**src/rtl/enigma_seq.sv**
```systemverilog
// enigma_seq: sequencer that owns the enigma datapath and exposes it as a
// configuration stream and a character stream (valid/ready on both sides).
// Optional feature: define ENIGMA_SEQ_STATS_EN to add the char_cnt port, which
// counts characters sent through the rotors (wraps modulo 2^CNT_W).
module enigma_seq #(
    parameter int unsigned SETTLE_CYCLES = 1,
    parameter int unsigned CNT_W         = 16
) (
    input  logic              clk,
    input  logic              reset_n,
    input  logic              cfg_valid,
    output logic              cfg_ready,
    input  logic [14:0]       cfg_key,
    input  logic [1:0]        cfg_ra,
    input  logic [1:0]        cfg_rb,
    input  logic [1:0]        cfg_rc,
    output logic              cfg_err,
    input  logic              in_valid,
    output logic              in_ready,
    input  logic [4:0]        in_char,
    output logic              out_valid,
    input  logic              out_ready,
    output logic [4:0]        out_char,
    output logic              busy,
    output logic [14:0]       enc_key,
    output logic [1:0]        enc_ra_cfg,
    output logic [1:0]        enc_rb_cfg,
    output logic [1:0]        enc_rc_cfg,
    output logic              enc_load_key,
    output logic              enc_new_char,
    output logic [4:0]        enc_char_in,
    input  logic [4:0]        enc_char_out
`ifdef ENIGMA_SEQ_STATS_EN
    ,
    output logic [CNT_W-1:0]  char_cnt
`endif
);

    localparam int unsigned SET_W       = 4;
    localparam logic [4:0]  LAST_LETTER = 5'd25;
    localparam logic [1:0]  BAD_SEL     = 2'd3;

    typedef enum logic [2:0] {
        UNCFG,
        LOAD,
        READY,
        STEP,
        SETTLE,
        BYPASS,
        HOLD
    } state_t;

    state_t             state_q, state_d;
    logic               cfg_ready_q, cfg_ready_d;
    logic               ready_st_q, ready_st_d;
    logic               busy_q, busy_d;
    logic               cfg_err_q, cfg_err_d;
    logic [14:0]        enc_key_q, enc_key_d;
    logic [1:0]         enc_ra_q, enc_ra_d;
    logic [1:0]         enc_rb_q, enc_rb_d;
    logic [1:0]         enc_rc_q, enc_rc_d;
    logic               enc_load_key_q, enc_load_key_d;
    logic               enc_new_char_q, enc_new_char_d;
    logic [4:0]         enc_char_in_q, enc_char_in_d;
    logic               out_valid_q, out_valid_d;
    logic [4:0]         out_char_q, out_char_d;
    logic [SET_W-1:0]   settle_cnt_q, settle_cnt_d;
`ifdef ENIGMA_SEQ_STATS_EN
    logic [CNT_W-1:0]   cnt_q, cnt_d;
`else
    logic               unused_cnt_w;
    assign unused_cnt_w = ^CNT_W;
`endif

    logic sel_bad_c, key_bad_c, cfg_hs_c, in_hs_c, out_hs_c;

    // Request legality and handshake decode; configuration wins over characters
    always_comb begin
        sel_bad_c = (cfg_ra == BAD_SEL) || (cfg_rb == BAD_SEL) || (cfg_rc == BAD_SEL) ||
                    (cfg_ra == cfg_rb)  || (cfg_ra == cfg_rc)  || (cfg_rb == cfg_rc);
        key_bad_c = (cfg_key[14:10] > LAST_LETTER) || (cfg_key[9:5] > LAST_LETTER) ||
                    (cfg_key[4:0] > LAST_LETTER);
        cfg_hs_c  = cfg_valid && cfg_ready_q;
        in_hs_c   = in_valid && in_ready;
        out_hs_c  = out_valid_q && out_ready;
    end

    // Next-state and next-output computation
    always_comb begin
        state_d       = state_q;
        cfg_err_d     = cfg_err_q;
        enc_key_d     = enc_key_q;
        enc_ra_d      = enc_ra_q;
        enc_rb_d      = enc_rb_q;
        enc_rc_d      = enc_rc_q;
        enc_char_in_d = enc_char_in_q;
        out_valid_d   = out_valid_q;
        out_char_d    = out_char_q;
        settle_cnt_d  = settle_cnt_q;
`ifdef ENIGMA_SEQ_STATS_EN
        cnt_d         = cnt_q;
`endif
        case (state_q)
            UNCFG, READY: begin
                if (cfg_hs_c) begin
                    if (sel_bad_c || key_bad_c) begin
                        cfg_err_d = 1'b1;
                        state_d   = UNCFG;
                    end else begin
                        cfg_err_d = 1'b0;
                        enc_key_d = cfg_key;
                        enc_ra_d  = cfg_ra;
                        enc_rb_d  = cfg_rb;
                        enc_rc_d  = cfg_rc;
`ifdef ENIGMA_SEQ_STATS_EN
                        cnt_d     = '0;
`endif
                        state_d   = LOAD;
                    end
                end else if (in_hs_c) begin
                    if (in_char <= LAST_LETTER) begin
                        enc_char_in_d = in_char;
                        state_d       = STEP;
                    end else begin
                        // Non-letter codes skip the rotors and are echoed straight out
                        out_char_d  = in_char;
                        out_valid_d = 1'b1;
                        state_d     = BYPASS;
                    end
                end
            end
            LOAD: state_d = READY;
            STEP: begin
                settle_cnt_d = '0;
`ifdef ENIGMA_SEQ_STATS_EN
                cnt_d        = cnt_q + CNT_W'(1);
`endif
                state_d      = SETTLE;
            end
            SETTLE: begin
                if (settle_cnt_q == SET_W'(SETTLE_CYCLES - 1)) begin
                    out_char_d  = enc_char_out;
                    out_valid_d = 1'b1;
                    state_d     = HOLD;
                end else begin
                    settle_cnt_d = settle_cnt_q + SET_W'(1);
                end
            end
            BYPASS, HOLD: begin
                if (out_hs_c) begin
                    out_valid_d = 1'b0;
                    state_d     = READY;
                end else begin
                    state_d = HOLD;
                end
            end
            default: state_d = UNCFG;
        endcase

        cfg_ready_d    = (state_d == UNCFG) || (state_d == READY);
        ready_st_d     = (state_d == READY);
        busy_d         = !cfg_ready_d;
        enc_load_key_d = (state_d == LOAD);
        enc_new_char_d = (state_d == STEP);
    end

    // State and output registers, cleared asynchronously
    always_ff @(posedge clk or negedge reset_n) begin
        if (!reset_n) begin
            state_q        <= UNCFG;
            cfg_ready_q    <= 1'b0;
            ready_st_q     <= 1'b0;
            busy_q         <= 1'b0;
            cfg_err_q      <= 1'b0;
            enc_key_q      <= '0;
            enc_ra_q       <= '0;
            enc_rb_q       <= '0;
            enc_rc_q       <= '0;
            enc_load_key_q <= 1'b0;
            enc_new_char_q <= 1'b0;
            enc_char_in_q  <= '0;
            out_valid_q    <= 1'b0;
            out_char_q     <= '0;
            settle_cnt_q   <= '0;
`ifdef ENIGMA_SEQ_STATS_EN
            cnt_q          <= '0;
`endif
        end else begin
            state_q        <= state_d;
            cfg_ready_q    <= cfg_ready_d;
            ready_st_q     <= ready_st_d;
            busy_q         <= busy_d;
            cfg_err_q      <= cfg_err_d;
            enc_key_q      <= enc_key_d;
            enc_ra_q       <= enc_ra_d;
            enc_rb_q       <= enc_rb_d;
            enc_rc_q       <= enc_rc_d;
            enc_load_key_q <= enc_load_key_d;
            enc_new_char_q <= enc_new_char_d;
            enc_char_in_q  <= enc_char_in_d;
            out_valid_q    <= out_valid_d;
            out_char_q     <= out_char_d;
            settle_cnt_q   <= settle_cnt_d;
`ifdef ENIGMA_SEQ_STATS_EN
            cnt_q          <= cnt_d;
`endif
        end
    end

    assign cfg_ready    = cfg_ready_q;
    assign in_ready     = ready_st_q && !cfg_valid;
    assign busy         = busy_q;
    assign cfg_err      = cfg_err_q;
    assign enc_key      = enc_key_q;
    assign enc_ra_cfg   = enc_ra_q;
    assign enc_rb_cfg   = enc_rb_q;
    assign enc_rc_cfg   = enc_rc_q;
    assign enc_load_key = enc_load_key_q;
    assign enc_new_char = enc_new_char_q;
    assign enc_char_in  = enc_char_in_q;
    assign out_valid    = out_valid_q;
    assign out_char     = out_char_q;
`ifdef ENIGMA_SEQ_STATS_EN
    assign char_cnt     = cnt_q;
`endif

endmodule
```
**config.mk**
```make
export PLATFORM = sky130hd
export DESIGN_NAME = enigma_seq
export DESIGN_NICKNAME = d
export VERILOG_FILES = /design/src/rtl/enigma_seq.sv
export SDC_FILE = /design/constraint.sdc
export NUM_CORES = 1
export LEC_CHECK = 0
export ABC_AREA = 1
export BUFFER_PORTS_ARGS = -buffer_cell sky130_fd_sc_hd__buf_4
export CORE_ASPECT_RATIO = 1.5
export CORE_UTILIZATION = 45
export CTS_CLUSTER_DIAMETER = 200
export DETAILED_ROUTE_END_ITERATION = 12
export HOLD_SLACK_MARGIN = 0.08
export PLACE_DENSITY = 0.72
export SETUP_SLACK_MARGIN = 0.4
export SLEW_MARGIN = 20
export SYNTH_ARGS = -nofsm -noshare
export SYNTH_HDL_FRONTEND = slang
export SYNTH_SLANG_ARGS = --single-unit
```
**constraint.sdc**
```tcl
create_clock -name clk -period 1.69 [get_ports clk]
set_input_delay 0.0845 -clock clk [delete_from_list [all_inputs] [get_ports clk]]
set_output_delay 0.0845 -clock clk [all_outputs]
set_load 0.05 [all_outputs]
```
==> After elaboration in Yosys (flattened, before gate mapping) <==
Index checks and enable logic that the tools add are counted.
{ "classes": {"n_addsub": 1, "magnitude_cmp": 4, "n_eq_ne": 21, "n_mux": 21, "n_bitwise": 2, "reduce_logical": 29} }
{ "ops": {"columns": ["op", "n"], "rows": [
  ["$mux W5", 4],
  ["$gt A5 B5 Y1 const B", 3],
  ["$mux W3", 5],
  ["$pmux W3 S5", 1],
  ["$eq A3 B2 Y1 const B", 4],
  ["$ne A2 B2 Y1 const B", 6],
  ["$pmux W5 S2", 1],
  ["$eq A3 B3 Y1 const B", 3],
  ["$logic_or A1 B1 Y1", 9],
  ["$pmux W4 S2", 1],
  ["$mux W1", 7],
  ["$eq A2 B2 Y1", 3],
  ["$eq A2 B2 Y1 const B", 3],
  ["$eq A3 B1 Y1 const B", 2],
  ["$logic_not A3 Y1", 2],
  ["$reduce_and A6 Y1", 1],
  ["$le A5 B5 Y1 const B", 1],
  ["$reduce_and A5 Y1", 1],
  ["$add A4 B1 Y4 const B", 1],
  ["$logic_and A1 B1 Y1", 4],
  ["$logic_not A4 Y1", 1],
  ["$mux W4", 1],
  ["$reduce_and A2 Y1", 2],
  ["$reduce_and A4 Y1", 1],
  ["other kinds (7)", 11]
]} }
{ "totals": {"regBits": 45, "inputBits": 36, "output_inout_bits": 38} }

==> Longest topological paths before layout <==
Gate-level depths: netlist (run 1).
{ "logic_depth": {"depth_word": 13, "mapped_depth": 9, "ltp_nobuf": 9} }

==> Least setup slack after synthesis (run 1) <==
OpenSTA, ideal clock, no wires.
{ "synth_path": {"path_kind": "register -> register", "start": "register cfg_ready_q, in the netlist cfg_ready", "end": "register enc_key_q[0], in the netlist enc_key[0]", "setup_time_ns": 0.119, "arrival_time_ns": 1.425, "required_time_ns": 1.571, "path_slack_ns": 0.146, "stages_incl_launch_ff": 9, "path_buffers": 1, "period_less_slack_ns": 1.544, "cell_sequence": "dfrtp_1 > nand2_1 > inv_1 > nand3_2 > a21oi_4 > nand3_4 > buf_6 > nand2_1 > nand2_1"} }
{ "synth_via": {"elab_chain_len": 2} }
{ "synth_rtl": {"columns": ["item", "line", "rtl"], "rows": [
  ["start, declared", "54", "logic cfg_ready_q, cfg_ready_d;"],
  ["start signal, assigned", "190", "cfg_ready_q <= cfg_ready_d;"],
  ["$logic_and A1 B1 Y1", "83", "cfg_hs_c = cfg_valid && cfg_ready_q;"],
  ["$reduce_and A3 Y1 (no line)", null, null],
  ["end signal, assigned", "194", "enc_key_q <= enc_key_d;"],
  ["end, declared", "58", "logic [14:0] enc_key_q, enc_key_d;"]
]} }
Every way passes these cells.
A chain may end at the register's enable or synchronous reset.

==> Worst setup path after layout (run 1) <==
{ "layout_path": {"start": "register state_q[2]", "end": "register enc_rc_q[0], in the netlist enc_rc_cfg[0]"} }
{ "layout_via": {"elab_chain_len": 3} }
{ "layout_rtl": {"columns": ["item", "line", "rtl"], "rows": [
  ["start, declared", "53", "state_t state_q, state_d;"],
  ["start signal, assigned", "189", "state_q <= state_d;"],
  ["$eq A3 B2 Y1 or $logic_not A3 Y1 (tied branches)", "103", "case (state_q)"],
  ["$reduce_or A2 Y1 *", "103", null],
  ["$reduce_and A3 Y1 (no line) *", null, null],
  ["end signal, assigned", "197", "enc_rc_q <= enc_rc_d;"],
  ["end, declared", "61", "logic [1:0] enc_rc_q, enc_rc_d;"]
]} }
Every way passes the cells marked *; elsewhere a longest branch is shown, timed or not.

==> results of run 1 <==
-- sequential cells by signal (all words and copies together) (netlist names) --
register / cells
busy: 1
cfg_err: 1
cfg_ready: 1
enc_char_in: 5
enc_key: 15
enc_load_key: 1
enc_new_char: 1
enc_ra_cfg: 2
enc_rb_cfg: 2
enc_rc_cfg: 2
out_char: 5
out_valid: 1
ready_st_q: 1
settle_cnt_q: 4
state_q: 3
-- cells in the final DEF, fill, tap and decap left out, types with 3 or more instances in the layout --
cell type and count:
buf_4 88, dfrtp_2 3, dlygate4sd3_1 26, inv_2 3, inv_1 25, nand3_4 3
nor2_2 3, nor2_1 14, nand4_1 21, dfrtp_1 42, clkbuf_8 5, nand3_2 4
nand3_1 13, nand2_2 15, nand2_1 113, o21ai_0 4
-- final cells by class --
cell class	instances	area, sq um	share of cell area, %
Sequential cell	45	1130	32.33
Clock inverter	3	25.02	0.7161
Tap cell	66	82.58	2.363
Timing Repair Buffer	118	999.7	28.61
Clock buffer	5	68.82	1.969
Multi-Input combinational cell	207	1077	30.83
Inverter	29	111.4	3.187
-- metal layers --
layer,vias to the layer above,GRT usage (%),wire length (um)
met4,0,12.90,210
li1,1150,-,-
met3,17,3.655,246
met5,-,0,0
met2,79,49.49,3791
met1,1143,29.22,2383
-- report_power, final --
| part | total [mW] | switching, mW | internal [mW] |
|---|---|---|---|
| logic | 3.68 | 2.45 | 1.22 |
| registers | 1.80 | 0.294 | 1.51 |
| clock network | 0.714 | 0.412 | 0.302 |
| total | 6.19 | 3.16 | 3.03 |
-- per-stage QoR --
stage | hold WS [ns] | cells | util [%] | setup slack [ns] | total power [mW]
global route | 0.09004 | 473 | 72.66 | 0.1430 | 6.517
global placement | 0.1180 | 420 | 59.26 | 0.1926 | 4.954
finish | 0.09257 | 473 | 72.66 | 0.1914 | 6.191
detailed placement | 0.1248 | 420 | 59.26 | 0.1638 | 5.000
CTS | 0.09061 | 469 | 71.20 | 0.2788 | 6.015
floorplan | -0.2111 | 287 | - | 0.2848 | 4.021
-- what timing repair did --
item,in CTS,in global routing
endpoints found under the hold margin,70,0
pin swaps,10,6
resized for setup,20,15
hold buffers,26,0
endpoints found under the setup margin,43,44
cloned,4,0
buffers inserted,11,4
-- worst max path at each step --
stage | startpoint | endpoint | slack [ns] | cells past startpoint
floorplan | cfg_ready | enc_key[0] | 0.28 | 8
global placement | state_q[0] | busy | 0.19 | 6
detailed placement | state_q[0] | busy | 0.16 | 6
CTS | state_q[0] | cfg_err | 0.28 | 7
global route | state_q[2] | enc_rc_cfg[0] | 0.14 | 7
finish | state_q[2] | enc_rc_cfg[0] | 0.19 | 7
-- worst max-delay path, stage by stage, from the launching register on --
cell     delay, ns
dfrtp_2       0.46
nor2_4        0.16
nand3_2       0.10
a21oi_4       0.14
buf_12        0.16
nand3_4       0.15
nand2_2       0.16
nand2_2       0.06
-- kinds of logic after synthesis --
| family | share of synthesized area, % |
|---|---|
| flops | 50.20 |
| simple gates | 37.09 |
| xor+xnor | 0.7810 |
| fa+ha+maj | 1.115 |
| compound gates | 3.179 |
| buf+inv | 7.640 |
==> qor.yml, run 1 <==
cts_made_buffers: 5
root_buffer: "clkbuf_8"
ir_drop_mv: 1.145
path_class: "reg -> reg"
ff2ff_path_depth: 7
gr-total-overflow: 0
synth-async-reset-ratio_pct: 100.0
design.core.area_sq_um: 4810
syn_to_final_growth_pct: 55.77
holdPathStages: 3
critical_path_required_ns: 1.89
syn_inst: 287
period_share_pct: 88.67
yosys.area.top_type: "dfrtp_1"
reg2reg_from: "state_q[2]"
clockBufferDepth: 2
layout-drive-gt1-share_pct: 34.64
design_area_sq_um: 3495
routed_wl_um: 6632
grt_setup_unrepaired: "yes"
cp-start-kind: "register"
ioPinCount: 74
ys_seq_elements: 45
worstReg2RegEnd: "enc_rc_cfg[0]"
leakage_nw: 1.916
maxSlewViolCount: 0
tightestPinTransition_ns: 0.5793
yosysTopAreaCellShare_pct: 50.20
grt_max_degree: 46
die_w_um: 59.65
dpl.hpwl_um: 4048
crit_arrival_ns: 1.70
syn-num-nets: 325
drt_pass1_iterations: 4
htree_levels: 2
wl_per_cell_um: 14.02
fin_crit_ns: 1.499
vias: 2389
synth_commonest_cells: "nand2_1 (128), dfrtp_1 (45), inv_1 (28), nand4_1 (21)"
path_clk_slew_ns: 0.10
yosysMostFrequentCell: "nand2_1"
outcome: "complete, no violations"
syn_area_per_cell_sq_um: 7.817
reg2reg_slack_ns: 0.19
grt_pass1_wl_um: 10520
die_h_um: 88.48
hp-class: "in -> reg"
setup_viol: 0
antenna_found_initial: 0
routabilityCongestion: 0.8337
fin_nets: 444
synthTopCellsByArea: "dfrtp_1 (50%), nand2_1 (21%), nand4_1 (5.9%), inv_1 (4.7%), nand3_1 (3.3%)"
antenna_cells: 0
tns_ns: 0
yosysSeqAreaShare_pct: 50.20
maxCapViolations: 0
synth_edf_count: 0
postPlaceCellArea_sq_um: 2850
critPathCaptureType: "register"
cts_tree: "built"
hold_viol: 0
cellPowerDensity_nw_per_um2: 1772
row_count: 31
ys_types: 26
dieArea_sq_um: 5278
critPathMaxFanout: 7
fin_skew_ns: 0.01621
max_freq_mhz: 667.3
holdPathEnd: "enc_rb_cfg[1]"
maxSlewHeadroom_pct: 61.38
clk_latency_ns: 0.31
viasPerCell: 5.051
drc: 0
floorplan.initialDensity_pct: 46.64
num-fill-cells: 414
grt_usage_pct: 26.80
yosys_most_used_dff: "dfrtp_1"
worstHoldStart: "cfg_rb[1]"
grt_pass1_vias: 2300
yosys_warnings: 0
io_buffers: 73
drtIter0Drc: 100
syn_area_sq_um: 2243
drtAntennaViolNets: 0
cts_num_sinks: 45
No activity file was read; power rests on OpenSTA's default activity.
==> inputs of run 2 (changes only) <==
--- a/config.mk
+++ b/config.mk
@@ -6,8 +6,9 @@
 export NUM_CORES = 1
 export LEC_CHECK = 0
 export ABC_AREA = 1
-export BUFFER_PORTS_ARGS = -buffer_cell sky130_fd_sc_hd__buf_4
-export CORE_ASPECT_RATIO = 1.5
+export BUFFER_PORTS_ARGS = -buffer_cell sky130_fd_sc_hd__buf_2
+export CAP_MARGIN = 30
+export CORE_ASPECT_RATIO = 0.6
 export CORE_UTILIZATION = 45
 export CTS_CLUSTER_DIAMETER = 200
 export DETAILED_ROUTE_END_ITERATION = 12
==> run 2 against run 1 <==
Compared with the run above:
- via count down 2.8%
- clock skew down 0.0097 ns
- sequential power down 2%
- hold slack worse by 0.0041 ns
- design area down 6.4%
- non-clock buffer count down 4
- combinational power down 9.2%
- utilization down 2.8 points
- clock power up 0.6%
- cell count down 1.5%
- critical path type unchanged
- largest cell class unchanged
- largest power group unchanged
==> qor.yml, run 2 (synthesis gave the netlist of run 1 again) <==
drt_pass1_iterations: 4  # unchanged
grt_pass1_wl_um: 10390  # was 10520 um
layout-drive-gt1-share_pct: 34.00  # was 34.64%
hp-class: "in -> reg"  # unchanged
period_share_pct: 85.35  # was 88.67%
grt_usage_pct: 25.91  # was 26.80%
postPlaceCellArea_sq_um: 2679  # was 2850 sq um
routabilityCongestion: 0.8260  # was 0.8337
clk_latency_ns: 0.31  # about the same
reg2reg_slack_ns: 0.25  # was 0.19 ns
layout_commonest_cell: "nand2_1"  # unchanged
drtAntennaViolNets: 0  # unchanged
num-fill-cells: 354  # was 414
hold_viol: 0  # unchanged
holdPathStages: 3  # unchanged
cts_made_buffers: 5  # unchanged
grt_max_degree: 35  # was 46
cellPowerDensity_nw_per_um2: 1780  # was 1772 nW/um^2
layout_common_cells: "nand2_1 (114), buf_2 (73), dfrtp_1 (42)"  # was nand2_1 (113), buf_4 (88), dfrtp_1 (42)
maxSlewHeadroom_pct: 48.41  # was 61.38%
path_clk_slew_ns: 0.09  # was 0.10 ns
gr-total-overflow: 0  # unchanged
wl_per_cell_um: 13.63  # was 14.02 um
reg2reg_from: "settle_cnt_q[1]"  # was state_q[2]
antenna_cells: 0  # unchanged
floorplan.initialDensity_pct: 47.90  # was 46.64%
multi_input_area_sq_um: 1094  # was 1077 sq um
antenna_found_initial: 0  # unchanged
die_h_um: 56.69  # was 88.48 um
setup_viol: 0  # unchanged
htree_levels: 2  # unchanged
ff2ff_path_depth: 9  # was 7
maxCapViolations: 0  # unchanged
path_class: "reg -> reg"  # unchanged
grt_pass1_vias: 2232  # was 2300
fin_skew_ns: 0.006539  # was 0.01621 ns
dpl.hpwl_um: 3894  # was 4048 um
critical_path_required_ns: 1.93  # was 1.89 ns
cts_num_sinks: 45  # unchanged
cp-start-kind: "register"  # unchanged
tightestPinTransition_ns: 0.7738  # was 0.5793 ns
die_w_um: 93.16  # was 59.65 um
viasPerCell: 4.981  # was 5.051
tns_ns: 0  # unchanged
vias: 2321  # was 2389
crit_arrival_ns: 1.69  # was 1.70 ns
drc: 0  # unchanged
io_buffers: 73  # unchanged
outcome: "complete, no violations"  # unchanged
ioPinCount: 74  # unchanged
row_count: 19  # was 31
dieArea_sq_um: 5281  # was 5278 sq um
largest_reg_flops: 15  # unchanged
leakage_nw: 1.850  # was 1.916 nW
drtIter0Drc: 210  # was 100
design.core.area_sq_um: 4683  # was 4810 sq um
syn_to_final_growth_pct: 45.79  # was 55.77%
fin_nets: 440  # was 444
ir_drop_mv: 0.8607  # was 1.145 mV
clockBufferDepth: 2  # unchanged
max_freq_mhz: 693.2  # was 667.3 MHz
fin_crit_ns: 1.442  # was 1.499 ns
worstReg2RegEnd: "ready_st_q"  # was enc_rc_cfg[0]
critPathMaxFanout: 3  # was 7
design_area_sq_um: 3271  # was 3495 sq um
grt_setup_unrepaired: "yes"  # unchanged
critPathCaptureType: "register"  # unchanged
maxSlewViolCount: 0  # unchanged
root_buffer: "clkbuf_8"  # unchanged
worstHoldStart: "cfg_rc[0]"  # was cfg_rb[1]
cts_tree: "built"  # unchanged
holdPathEnd: "enc_rc_cfg[0]"  # was enc_rb_cfg[1]
routed_wl_um: 6351  # was 6632 um
ff_latch_area_sq_um: 1130  # unchanged
## run 2: cell types whose count changed in the layout (fill, tap and decap cells not counted), sizes merged
cell,previous run,this run
dlygate4sd3,26,25
clkinvlp,1,0
clkbuf,5,6
inv,31,29
clkinv,0,2
buf,92,89
## run 2: worst max-delay path by stage
stage | cells past startpoint | start | endpoint | slack (ns)
after floorplan | 8 | cfg_ready | enc_key[0] | 0.28
after global placement | 6 | state_q[2] | ready_st_q | 0.21
after detailed placement | 6 | state_q[2] | cfg_ready | 0.13
after CTS | 7 | state_q[0] | enc_key[0] | 0.28
after global routing | 9 | settle_cnt_q[1] | out_char[2] | 0.19
final | 9 | settle_cnt_q[1] | ready_st_q | 0.25
## run 2: what timing repair did
item,CTS,global route
gates resized for setup,17,18
hold buffers,25,0
gates cloned,2,1
setup buffers,8,3
pin swaps,8,11
setup endpoints to repair,42,44
hold endpoints to repair,56,0
## run 2: layout make-up
cell class,instances,area share (%)
flip-flops and latches,45,34.54
multi-input cells,207,33.44
repair buffers,114,23.26
inverters,29,3.405
clock buffers,6,2.525
well taps,63,2.410
clock inverters,2,0.4208
## run 2: where the power goes
part | internal [mW] | switching [mW]
combinational | 0.910 | 2.43
clock | 0.332 | 0.386
sequential | 1.51 | 0.257
## run 2: per-stage QoR
step           total power, mW  hold slack, ns  util (%)  setup WS, ns  std cells
6_report                 5.821         0.08847     69.84        0.2475        466
5_1_grt                  6.171         0.09799     69.84        0.1857        466
4_1_cts                  5.689         0.08310     67.89        0.2750        462
3_5_place_dp             4.711          0.1996     57.20        0.1325        419
3_3_place_gp             4.672          0.1973     57.20        0.2136        419
2_1_floorplan            4.021         -0.2111         -        0.2848        287
## run 2: worst max-delay path, cell delays in order, from the launching register on
cell and delay, ns:
dfrtp_1 0.42, inv_1 0.13, ha_4 0.15, nand3_4 0.07, buf_4 0.14, nand2_1 0.08, nand3_1 0.12, nand2_1 0.11
nand3_1 0.07, nor2_1 0.09
## run 2: routing by layer
metal	share of wire, %	global-route usage [%]
met1	47	37.20
met2	43	37.92
met3	7.9	5.149
met4	2.1	11.43
met5	0	0
==> inputs of run 3 (changes only) <==
--- a/config.mk
+++ b/config.mk
@@ -13,7 +13,7 @@
 export CTS_CLUSTER_DIAMETER = 200
 export DETAILED_ROUTE_END_ITERATION = 12
 export HOLD_SLACK_MARGIN = 0.08
-export PLACE_DENSITY = 0.72
+export PLACE_DENSITY = 0.81
 export SETUP_SLACK_MARGIN = 0.4
 export SLEW_MARGIN = 20
 export SYNTH_ARGS = -nofsm -noshare
==> run 3 against run 2 <==
Compared with the run above:
- hold slack lost 0.0022 ns
- cell count down 1.5%
- routed wire length increased by 20%
- design area shrank 0.50%
- critical path depth shrank 2
- combinational power increased by 4%
- utilization fell by 0.35 points
- critical endpoint is now enc_key[7]
- sequential cell count unchanged
==> qor.yml, run 3 (synthesis gave the netlist of run 1 again) <==
outcome: "complete, no violations"  # unchanged
cellPowerDensity_nw_per_um2: 1825  # was 1780 nW/um^2
path_clk_slew_ns: 0.07  # was 0.09 ns
vias: 2495  # was 2321
crit_chain: "nor2_4 -> nand3_2 -> a21oi_4 -> buf_12 -> nand3_4 -> nand2_1 -> nand2_1"  # was inv_1 -> ha_4 -> nand3_4 -> buf_4 -> nand2_1 -> nand3_1 -> nand2_1 -> nand3_1 -> nor2_1
clk_latency_ns: 0.30  # was 0.31 ns
ir_drop_mv: 1.032  # was 0.8607 mV
tightestPinTransition_ns: 0.5787  # was 0.7738 ns
grt_setup_unrepaired: "yes"  # unchanged
antenna_found_initial: 0  # unchanged
grt_max_degree: 37  # was 35
layout_common_cells: "nand2_1 (117), buf_2 (73), dfrtp_1 (42)"  # was nand2_1 (114), buf_2 (73), dfrtp_1 (42)
dpl.hpwl_um: 4040  # was 3894 um
drt_pass1_iterations: 6  # was 4
period_share_pct: 89.06  # was 85.35%
cp-start-kind: "register"  # unchanged
antenna_cells: 0  # unchanged
setup_ws_ns: 0.1848  # was 0.2475 ns
hp-class: "in -> reg"  # unchanged
critPathMaxFanout: 7  # was 3
floorplan.initialDensity_pct: 47.90  # unchanged
ioPinCount: 74  # unchanged
design.core.area_sq_um: 4683  # unchanged
postPlaceCellArea_sq_um: 2691  # was 2679 sq um
path_buf_inv: 1  # was 2
max_stage_delay_ns: 0.47  # was 0.42 ns
maxSlewHeadroom_pct: 61.38  # was 48.41%
cts_tree: "built"  # unchanged
die_w_um: 93.16  # unchanged
layout_commonest_cell: "nand2_1"  # unchanged
crit_family: "simple AND/OR/NAND/NOR gates"  # unchanged
critPathLaunch: "state_q[2]"  # was settle_cnt_q[1]
tns_ns: 0  # unchanged
routed_wl_um: 7597  # was 6351 um
crit_top_cell: "nand2_1"
cts_made_buffers: 5  # unchanged
dp_slack_ns: 0.1070  # was 0.1325 ns
critical_path_required_ns: 1.87  # was 1.93 ns
setup_viol: 0  # unchanged
critPathCaptureType: "register"  # unchanged
grt_pass1_vias: 2141  # was 2232
layout-drive-gt1-share_pct: 35.10  # was 34.00%
cts_num_sinks: 45  # unchanged
syn_to_final_growth_pct: 45.06  # was 45.79%
row_count: 19  # unchanged
fin_crit_ns: 1.505  # was 1.442 ns
routabilityCongestion: 0.8542  # was 0.8260
crit_arrival_ns: 1.68  # was 1.69 ns
path_class: "reg -> reg"  # unchanged
grt_usage_pct: 25.91  # unchanged
maxSlewViolCount: 0  # unchanged
worstHoldStart: "cfg_key[7]"  # was cfg_rc[0]
gr-total-overflow: 0  # unchanged
timing.hold.ws_ns: 0.08629  # was 0.08847 ns
drtIter0Drc: 250  # was 210
largest_reg_flops: 15  # unchanged
leakage_nw: 1.818  # was 1.850 nW
wl_per_cell_um: 16.55  # was 13.63 um
slowest_stage: "dfrtp_2"  # was dfrtp_1
drc: 0  # unchanged
viasPerCell: 5.436  # was 4.981
clockBufferDepth: 2  # unchanged
fin_skew_ns: 0.01246  # was 0.006539 ns
fin_nets: 433  # was 440
hold_viol: 0  # unchanged
drtAntennaViolNets: 0  # unchanged
design_area_sq_um: 3254  # was 3271 sq um
root_buffer: "clkbuf_8"  # unchanged
htree_levels: 2  # unchanged
dieArea_sq_um: 5281  # unchanged
io_buffers: 73  # unchanged
die_h_um: 56.69  # unchanged
max_freq_mhz: 664.4  # was 693.2 MHz
postLayoutCoreUtil_pct: 69.49  # was 69.84%
grt_pass1_wl_um: 10550  # was 10390 um
maxCapViolations: 0  # unchanged
reg2reg_from: "state_q[2]"  # was settle_cnt_q[1]
==> run 3: cell types whose count changed in the layout (fill, tap and decap cells not counted), sizes merged <==
cell / delta
buf: -2
clkbuf: +2
clkinv: -2
dlygate4sd3: -5
==> run 3: per-stage QoR <==
| step | cells | power, mW |
|---|---|---|
| after detailed placement | 419 | 4.736 |
| after CTS | 455 | 5.583 |
| after floorplan | 287 | 4.021 |
| after global routing | 459 | 6.225 |
| after global placement | 419 | 4.682 |
| final | 459 | 5.941 |
==> run 3: area by class of cell <==
class / count / area, sq um
Sequential cell: 45 / 1130
Multi-Input combinational cell: 207 / 1137
Timing Repair Buffer: 107 / 706.9
Inverter: 29 / 111.4
Clock buffer: 8 / 90.09
Tap cell: 63 / 78.83
Fill cell: 337 / 1429
==> run 3: path summary, 6_finish.rpt <==
path | end | slack [ns] | depth (start not counted)
worst max register to register | enc_key[7] | 0.18 | 7
worst min-delay path | enc_key[7] | 0.09 | 3
worst max-delay path | enc_key[7] | 0.18 | 7
min in group asynchronous | ready_st_q | 0.18 | 2
worst min register to register | out_char[3] | 0.47 | 2
max in group asynchronous | state_q[2] | 1.03 | 3
==> run 3: where the power goes <==
group          leakage, nW  internal, mW  switching, mW
registers            0.573          1.51          0.281
clock network       0.0455         0.334          0.346
logic                 1.20         0.915           2.56
==> run 3: worst reg2reg max path: cells and delay by family, from the launching register on <==
kind / cells / cell delay, ns
AND/OR/NAND/NOR: 5 / 0.59
buffers and inverters: 1 / 0.16
flip-flops: 1 / 0.47
AO/OA/AOI/OAI: 1 / 0.18
==> run 3: routing by layer <==
layer	vias up	share of wire, %	global-route usage, %
met5	-	0	0
met3	43	9.4	4.743
met1	1141	42	37.89
met2	172	44	39.39
met4	0	4.4	7.253
li1	1139	-	-
==> run 3: repair_timing <==
action | 4_1_cts | 5_1_grt
setup buffers | 6 | 3
gates cloned | 2 | 1
endpoints found under the hold margin | 64 | 0
resized for setup | 17 | 30
hold buffers | 20 | 0
pin swaps | 7 | 8
endpoints found under the setup margin | 43 | 43
